### config.mk
export PLATFORM = sky130hd
export DESIGN_NAME = tdc_decoder_flat
export DESIGN_NICKNAME = d
export VERILOG_FILES = /design/src/rtl/tdc_decoder_if.sv /design/src/rtl/tdc_decoder.sv /design/src/flat_wrapper.sv
export SDC_FILE = /design/constraint.sdc
export NUM_CORES = 1
export LEC_CHECK = 0
export ABC_CLOCK_PERIOD_IN_PS = 4880
export CORE_ASPECT_RATIO = 1.1
export CORE_UTILIZATION = 51
export CTS_BUF_LIST = sky130_fd_sc_hd__clkbuf_4 sky130_fd_sc_hd__clkbuf_8
export DETAILED_ROUTE_END_ITERATION = 8
export PLACE_DENSITY_LB_ADDON = 0.08
export SLEW_MARGIN = 20
export SYNTH_ARGS = -nofsm -noshare
export SYNTH_HDL_FRONTEND = slang
export SYNTH_SLANG_ARGS = --single-unit
### constraint.sdc
create_clock -name clk -period 4.88 [get_ports clk]
set_input_delay 0.488 -clock clk [delete_from_list [all_inputs] [get_ports clk]]
set_output_delay 0.488 -clock clk [all_outputs]
set_load 0.01 [all_outputs]
### src/rtl/tdc_decoder_if.sv
// Handshake bundle between the TDC delay-line capture and the decoder.
// Master drives samples and the result ready; slave returns window results.
interface tdc_decoder_if #(
    parameter int N_DELAY = 32,
    parameter int CW      = $clog2(N_DELAY + 1)
);
    logic               enable;
    logic [N_DELAY-1:0] time_count;
    logic               tc_valid;
    logic               out_ready;
    logic               out_valid;
    logic [CW-1:0]      avg_out;
    logic [CW-1:0]      min_out;
    logic [CW-1:0]      max_out;
    logic               bubble_err;
    logic               dropped;

    modport master (
        output enable, time_count, tc_valid, out_ready,
        input  out_valid, avg_out, min_out, max_out, bubble_err, dropped
    );

    modport slave (
        input  enable, time_count, tc_valid, out_ready,
        output out_valid, avg_out, min_out, max_out, bubble_err, dropped
    );
endinterface

### src/rtl/tdc_decoder.sv
// Thermometer-code TDC decoder: popcount per sample, then average/min/max
// over windows of 2^LOG2_SAMPLES samples with a valid/ready result port.
module tdc_decoder #(
    parameter int N_DELAY      = 32,
    parameter int LOG2_SAMPLES = 4
) (
    input  logic           clk,
    input  logic           rst,
    tdc_decoder_if.slave   bus
);
    localparam int CW = $clog2(N_DELAY + 1);
    localparam int AW = CW + LOG2_SAMPLES;
    localparam int S  = 1 << LOG2_SAMPLES;

    localparam logic [LOG2_SAMPLES:0] LAST    = (LOG2_SAMPLES + 1)'(S - 1);
    localparam logic [LOG2_SAMPLES:0] CNT_ONE = (LOG2_SAMPLES + 1)'(1);
    localparam logic [N_DELAY-1:0]    TC_ONE  = {{(N_DELAY - 1){1'b0}}, 1'b1};
    localparam logic [CW-1:0]         MIN_INIT = CW'(N_DELAY);

    typedef enum logic [1:0] {IDLE, ACCUM, FLUSH, DONE} state_t;

    state_t                state_q;
    logic [LOG2_SAMPLES:0] cnt_q;
    logic [AW-1:0]         acc_q;
    logic [CW-1:0]         min_q;
    logic [CW-1:0]         max_q;
    logic                  s1_valid_q;
    logic [CW-1:0]         s1_cnt_q;
    logic                  out_valid_q;
    logic [CW-1:0]         avg_q;
    logic [CW-1:0]         min_out_q;
    logic [CW-1:0]         max_out_q;
    logic                  bubble_q;
    logic                  dropped_q;

    logic [CW-1:0] dec_d;
    logic          therm_ok;
    logic          accept;
    logic          busy;
    logic [AW-1:0] acc_d;
    logic [CW-1:0] min_d;
    logic [CW-1:0] max_d;
    logic [CW-1:0] avg_d;

    always_comb begin
        dec_d = '0;
        for (int i = 0; i < N_DELAY; i++) begin
            dec_d = dec_d + CW'(bus.time_count[i]);
        end
    end

    assign therm_ok = ((bus.time_count & (bus.time_count + TC_ONE)) == '0);
    assign accept   = (state_q == ACCUM) && bus.tc_valid;
    assign busy     = (state_q == FLUSH) || (state_q == DONE);

    // Stage-2 next values; in FLUSH they already fold in the last sample.
    assign acc_d = acc_q + AW'(s1_cnt_q);
    assign min_d = (s1_cnt_q < min_q) ? s1_cnt_q : min_q;
    assign max_d = (s1_cnt_q > max_q) ? s1_cnt_q : max_q;
    assign avg_d = CW'(acc_d >> LOG2_SAMPLES);

    always_ff @(posedge clk) begin
        if (rst) begin
            state_q     <= IDLE;
            cnt_q       <= '0;
            acc_q       <= '0;
            min_q       <= '0;
            max_q       <= '0;
            s1_valid_q  <= 1'b0;
            s1_cnt_q    <= '0;
            out_valid_q <= 1'b0;
            avg_q       <= '0;
            min_out_q   <= '0;
            max_out_q   <= '0;
            bubble_q    <= 1'b0;
            dropped_q   <= 1'b0;
        end else if (!bus.enable) begin
            state_q     <= IDLE;
            cnt_q       <= '0;
            acc_q       <= '0;
            s1_valid_q  <= 1'b0;
            s1_cnt_q    <= '0;
            out_valid_q <= 1'b0;
            bubble_q    <= 1'b0;
            dropped_q   <= 1'b0;
        end else begin
            s1_valid_q <= accept;
            if (accept) begin
                s1_cnt_q <= dec_d;
            end
            if (s1_valid_q) begin
                acc_q <= acc_d;
                min_q <= min_d;
                max_q <= max_d;
            end
            if (accept && !therm_ok) begin
                bubble_q <= 1'b1;
            end
            if (busy && bus.tc_valid) begin
                dropped_q <= 1'b1;
            end

            unique case (state_q)
                IDLE: begin
                    state_q <= ACCUM;
                    cnt_q   <= '0;
                    acc_q   <= '0;
                    min_q   <= MIN_INIT;
                    max_q   <= '0;
                end
                ACCUM: begin
                    if (accept) begin
                        cnt_q <= cnt_q + CNT_ONE;
                        if (cnt_q == LAST) begin
                            state_q <= FLUSH;
                        end
                    end
                end
                FLUSH: begin
                    state_q     <= DONE;
                    avg_q       <= avg_d;
                    min_out_q   <= min_d;
                    max_out_q   <= max_d;
                    out_valid_q <= 1'b1;
                end
                DONE: begin
                    if (out_valid_q && bus.out_ready) begin
                        out_valid_q <= 1'b0;
                        state_q     <= ACCUM;
                        cnt_q       <= '0;
                        acc_q       <= '0;
                        min_q       <= MIN_INIT;
                        max_q       <= '0;
                    end
                end
                default: state_q <= IDLE;
            endcase
        end
    end

    assign bus.out_valid  = out_valid_q;
    assign bus.avg_out    = avg_q;
    assign bus.min_out    = min_out_q;
    assign bus.max_out    = max_out_q;
    assign bus.bubble_err = bubble_q;
    assign bus.dropped    = dropped_q;
endmodule
### src/flat_wrapper.sv
// flat-port wrapper written by rule: the top's interface ports become plain ports
module tdc_decoder_flat 
#(
    parameter int N_DELAY      = 32,
    parameter int LOG2_SAMPLES = 4
)
  (clk, rst, bus_enable, bus_time_count, bus_tc_valid, bus_out_ready, bus_out_valid, bus_avg_out, bus_min_out, bus_max_out, bus_bubble_err, bus_dropped);
  tdc_decoder_if #(.N_DELAY(N_DELAY)) bus_i ();
  input  logic clk;
  input  logic rst;
  input wire logic [$bits(bus_i.enable)-1:0] bus_enable;
  input wire logic [$bits(bus_i.time_count)-1:0] bus_time_count;
  input wire logic [$bits(bus_i.tc_valid)-1:0] bus_tc_valid;
  input wire logic [$bits(bus_i.out_ready)-1:0] bus_out_ready;
  output wire logic [$bits(bus_i.out_valid)-1:0] bus_out_valid;
  output wire logic [$bits(bus_i.avg_out)-1:0] bus_avg_out;
  output wire logic [$bits(bus_i.min_out)-1:0] bus_min_out;
  output wire logic [$bits(bus_i.max_out)-1:0] bus_max_out;
  output wire logic [$bits(bus_i.bubble_err)-1:0] bus_bubble_err;
  output wire logic [$bits(bus_i.dropped)-1:0] bus_dropped;
  assign bus_i.enable = bus_enable;
  assign bus_i.time_count = bus_time_count;
  assign bus_i.tc_valid = bus_tc_valid;
  assign bus_i.out_ready = bus_out_ready;
  assign bus_out_valid = bus_i.out_valid;
  assign bus_avg_out = bus_i.avg_out;
  assign bus_min_out = bus_i.min_out;
  assign bus_max_out = bus_i.max_out;
  assign bus_bubble_err = bus_i.bubble_err;
  assign bus_dropped = bus_i.dropped;
  tdc_decoder #(.N_DELAY(N_DELAY), .LOG2_SAMPLES(LOG2_SAMPLES)) u_core (.clk(clk), .rst(rst), .bus(bus_i));
endmodule
* After elaboration in Yosys (flattened, before gate mapping)
Cells that the tools add are included.
W data, S select, Z words.
** Storage, ports and cells
- Memories kept :: 0
- Output and inout port bits :: 21
- Bits in writable memories :: 0
- Latch bits :: 0
- Word-level logic and storage cells :: 93
- Register bits :: 57
- Bits in read-only memories :: 0
** Cells by class
- Eq/ne operators :: 7
- Shift-type cells :: 0
- Bitwise logic cells :: 2
- Multiply operators :: 0
- Mux-type cells :: 20
- Reductions and logical operators :: 15
- Order comparisons :: 2
- Add/subtract/negate cells :: 34
- Divide/modulo/power cells :: 0
** Operator list (number)
- $add A6 B1 Y6 :: 30
- $mux W6 :: 6
- $add A32 B1 Y32 const B :: 1
- $and A32 B32 Y32 :: 1
- $logic_not A32 Y1 :: 1
- $pmux W6 S2 :: 2
- $mux W10 :: 2
- $pmux W10 S2 :: 1
- $pmux W5 S3 :: 1
- $add A10 B6 Y10 :: 1
- $mux W5 :: 2
- $pmux W2 S4 :: 1
- $gt A6 B6 Y1 :: 1
- $lt A6 B6 Y1 :: 1
- $mux W2 :: 3
- $reduce_and A3 Y1 :: 2
- $add A5 B1 Y5 const B :: 1
- $eq A5 B4 Y1 const B :: 1
- $eq A2 B2 Y1 const B :: 2
- $logic_and A1 B1 Y1 :: 4
- $ne A2 B2 Y1 const B :: 2
- $reduce_and A2 Y1 :: 2
- $reduce_bool A3 Y1 :: 1
- $add A1 B1 Y2 :: 1
- other kinds (10) :: 10

* Logic depth before layout (Yosys ltp)
- Depth after elaboration :: 31
- Gate-level depth with buffers :: 18

* Worst setup path after synthesis
OpenSTA, ideal clock, no wires.
- Path kind :: in2reg
- From :: input port bus_time_count[0]
- To :: register u_core.s1_cnt_q[4]
- Arrival time :: 4936 ps
- Path buffers :: 0
- Path slack :: -127 ps
- Library setup time :: 71 ps
- Cell stages on the path :: 16
- Cells stage by stage :: inv_1 -> ha_1 -> fa_1 -> fa_1 -> fa_1 -> fa_1 -> fa_1 -> fa_1 -> fa_1 -> inv_1 -> fa_1 -> a21o_1 -> a21oi_1 -> xnor2_1 -> nand2_1 -> a21oi_1
** On the way
- Longest elaborated chain between the ends :: 31
** RTL lines
- start: declaration :: RTL line flat_wrapper.sv:12 : input wire logic [$bits(bus_i.time_count)-1:0] bus_time_count;
- $add A1 B1 Y2 :: RTL line tdc_decoder.sv:48 : dec_d = dec_d + CW'(bus.time_count[i]);
- $add A6 B1 Y6 (30 in a row) :: RTL line tdc_decoder.sv:48
- end signal: assignment :: RTL line tdc_decoder.sv:70 : s1_cnt_q <= '0;
- end signal: assignment :: RTL line tdc_decoder.sv:82 : s1_cnt_q <= '0;
- end signal: assignment :: RTL line tdc_decoder.sv:89 : s1_cnt_q <= dec_d;
- end: declaration :: RTL line tdc_decoder.sv:28 : logic [CW-1:0] s1_cnt_q;
No other way between the ends.
A chain may end at the register's enable or synchronous reset.

* Worst setup path in the final report
- From :: input port bus_time_count[1]
- To :: register u_core.s1_cnt_q[4]
The elaborated chain is that of the path after synthesis.

==> impl_metrics.json <==
{
  "clock_sinks": 57,
  "synth_top_flop_cell": "dfxtp_1",
  "cts_made_buffers": 9,
  "nFillCells": 644,
  "die_w_microns": 86.8,
  "synth_cell_types": 55,
  "first_pass_iters": 5,
  "maxSlewViolCount": 0,
  "synthArstFlopShare_pct": 0,
  "fin_crit_ps": 4780,
  "finalHoldViolCount": 0,
  "synth.area.top_cells": "dfxtp_1, fa_1, ha_1",
  "rows": 33,
  "place_congestion": 0.838,
  "ant_nets": 0,
  "core_sq_um": 7560,
  "wire_per_inst_microns": 14.4,
  "clockBufferDepth": 2,
  "pin_count": 58,
  "totalWireLength_microns": 9360,
  "synth_edf_count": 0,
  "worstHoldPathType": "flop to flop",
  "dieArea_sq_um": 8260,
  "layout.nets": 637,
  "clkTransAtPathRegs_ps": 70,
  "setup_viol": 0,
  "grt_pass1_wl_microns": 16100,
  "rsz0062_at_grt": "true",
  "synth_nets": 558,
  "via_per_inst": 5.44,
  "drive_gt1_share_pct": 13.5,
  "cts-root-buf": "clkbuf_8",
  "syn_area_sq_um": 4030,
  "grtUsageTotal_pct": 25.3,
  "dieHeight_microns": 95.2,
  "drt_iter0_drc": 79,
  "p_leak_nw": 2.05,
  "crit_type": "input port to flop",
  "worst_slack_ps": 104,
  "worst_setup_path_end_kind": "flop",
  "insertion_delay_ps": 340,
  "dp_hpwl_microns": 7310,
  "syn_avg_cell_area_sq_um": 8.71,
  "startpoint_type": "input port",
  "crit_required_ps": 5140,
  "portBuffers": 57,
  "ys_ff_latch": 57,
  "yosys_warnings": 0,
  "worstPathMaxFanout": 2,
  "yosysMostFrequentCell": "inv_1",
  "worst_hold_slack_ps": 456,
  "post-route-util_pct": 67.5,
  "diodes": 0,
  "yosys.area.top_type": "dfxtp_1",
  "grt_max_degree": 35,
  "cts_max_level": 3,
  "slew_headroom_pct": 30.3,
  "grt_antenna_before_repair": 0,
  "maxCapViolations": 0,
  "outcome": "completed",
  "worst_slew_pin_slew_ps": 1040,
  "seq_area_frac_synth_pct": 28.3,
  "synth_top_area_share_pct": 28.3,
  "syn-instance-count": 463,
  "dp_slack_ps": -679,
  "fmax_mhz": 209,
  "fin_worst_skew_ps": 14.5,
  "grt_pass1_vias": 3601,
  "drcViolationCount": 0,
  "hold_buffers": 0,
  "min_period_over_period_pct": 97.9,
  "start_util_pct": 53.4,
  "irDropWorstVdd_v": 0.000504,
  "overflow": 0,
  "power_density_nw_per_um2": 411,
  "synthTopCellsByCount": "inv_1, dfxtp_1, nor2_1",
  "cts_tree": "built",
  "area.growth.synth_to_final_pct": 26.6,
  "cp_data_arrival_time_ps": 5030,
  "num_vias": 3544
}
-- registers in the layout (all words and copies together), names as in the netlist --
| name | cells |
|---|---|
| u_core.acc_q | 10 |
| u_core.bus.avg_out | 6 |
| u_core.bus.bubble_err | 1 |
| u_core.bus.dropped | 1 |
| u_core.bus.max_out | 6 |
| u_core.bus.min_out | 6 |
| u_core.bus.out_valid | 1 |
| u_core.cnt_q | 5 |
| u_core.max_q | 6 |
| u_core.min_q | 6 |
| u_core.s1_cnt_q | 6 |
| u_core.s1_valid_q | 1 |
| u_core.state_q | 2 |
-- what timing repair did --
action / 4_1_cts / 5_1_grt
setup buffers: 1 / 0
gates resized for setup: 32 / 28
setup endpoints to repair: 5 / 4
pin swaps: 21 / 21
-- critical path, stage by stage --
cell	delay, ps
buf_8	100
ha_4	220
fa_1	480
fa_2	600
fa_1	430
fa_1	510
fa_1	420
fa_1	510
fa_2	190
inv_2	40
fa_2	330
a21o_1	190
a21oi_2	140
xnor2_1	130
nand2_1	80
a21oi_2	160
-- logic make-up after synthesis --
logic type	share of synthesized area, %
and+or+nand+nor	15.3
adders and majority gates	22.7
buffers and inverters	6.98
AOI/OAI and AO/OA	19.9
muxes	4.25
xor gates and xnor gates	2.61
DFF	28.3
-- layout make-up --
class | count | area [sq um] | area share [%]
Clock inverter | 4 | 75.1 | 1.47
Tap cell | 105 | 131 | 2.57
Sequential cell | 57 | 1140 | 22.4
Timing Repair Buffer | 81 | 724 | 14.2
Clock buffer | 12 | 159 | 3.11
Inverter | 62 | 235 | 4.61
Multi-Input combinational cell | 331 | 2640 | 51.7
-- report_power, final --
group / internal (mW) / switching (mW) / total [mW]
sequential: 0.475 / 0.0183 / 0.493
clock: 0.321 / 0.194 / 0.515
combinational: 0.569 / 0.521 / 1.09
total: 1.37 / 0.733 / 2.10
-- path summary, 6_finish.rpt --
check | from | to | slack (ps) | depth (start not counted)
setup reg to reg | u_core.state_q[0] | u_core.max_q[3] | 2340 | 6
hold reg to reg | u_core.bus.dropped | u_core.bus.dropped | 460 | 2
setup / recovery | bus_time_count[1] | u_core.s1_cnt_q[4] | 100 | 16
hold / removal | u_core.bus.dropped | u_core.bus.dropped | 460 | 2
-- stage by stage --
step	TNS [ps]	power (mW)	area (sq um)	std cells
floorplan	0	1.25	4030	463
global placement	-2560	1.51	4860	635
detailed placement	-2950	1.55	4860	635
CTS	0	2.11	5110	652
global route	-62.8	2.28	5100	652
finish	0	2.10	5100	652
-- per-layer routing --
metal / wire length [microns] / up-vias / global-route usage (%)
met1: 3990 / 1662 / 27.8
met3: 359 / 21 / 5.28
met5: 0 / - / 0
li1: - / 1772 / -
met4: 256 / 0 / 11.0
met2: 4750 / 89 / 47.0
-- layout by cell type (no fill, tap or decap), types with 10 or more instances in the layout --
| cell type | n |
|---|---|
| inv_1 | 54 |
| mux2i_1 | 16 |
| ha_1 | 32 |
| o21ai_0 | 16 |
| fa_1 | 22 |
| nor2_1 | 56 |
| dfxtp_1 | 57 |
| a21oi_1 | 24 |
| clkdlybuf4s50_1 | 41 |
| nand2_1 | 34 |
| buf_4 | 24 |
| clkbuf_8 | 11 |
| nand4_1 | 10 |
| a211oi_1 | 26 |
(Power assumes the default switching activity.)
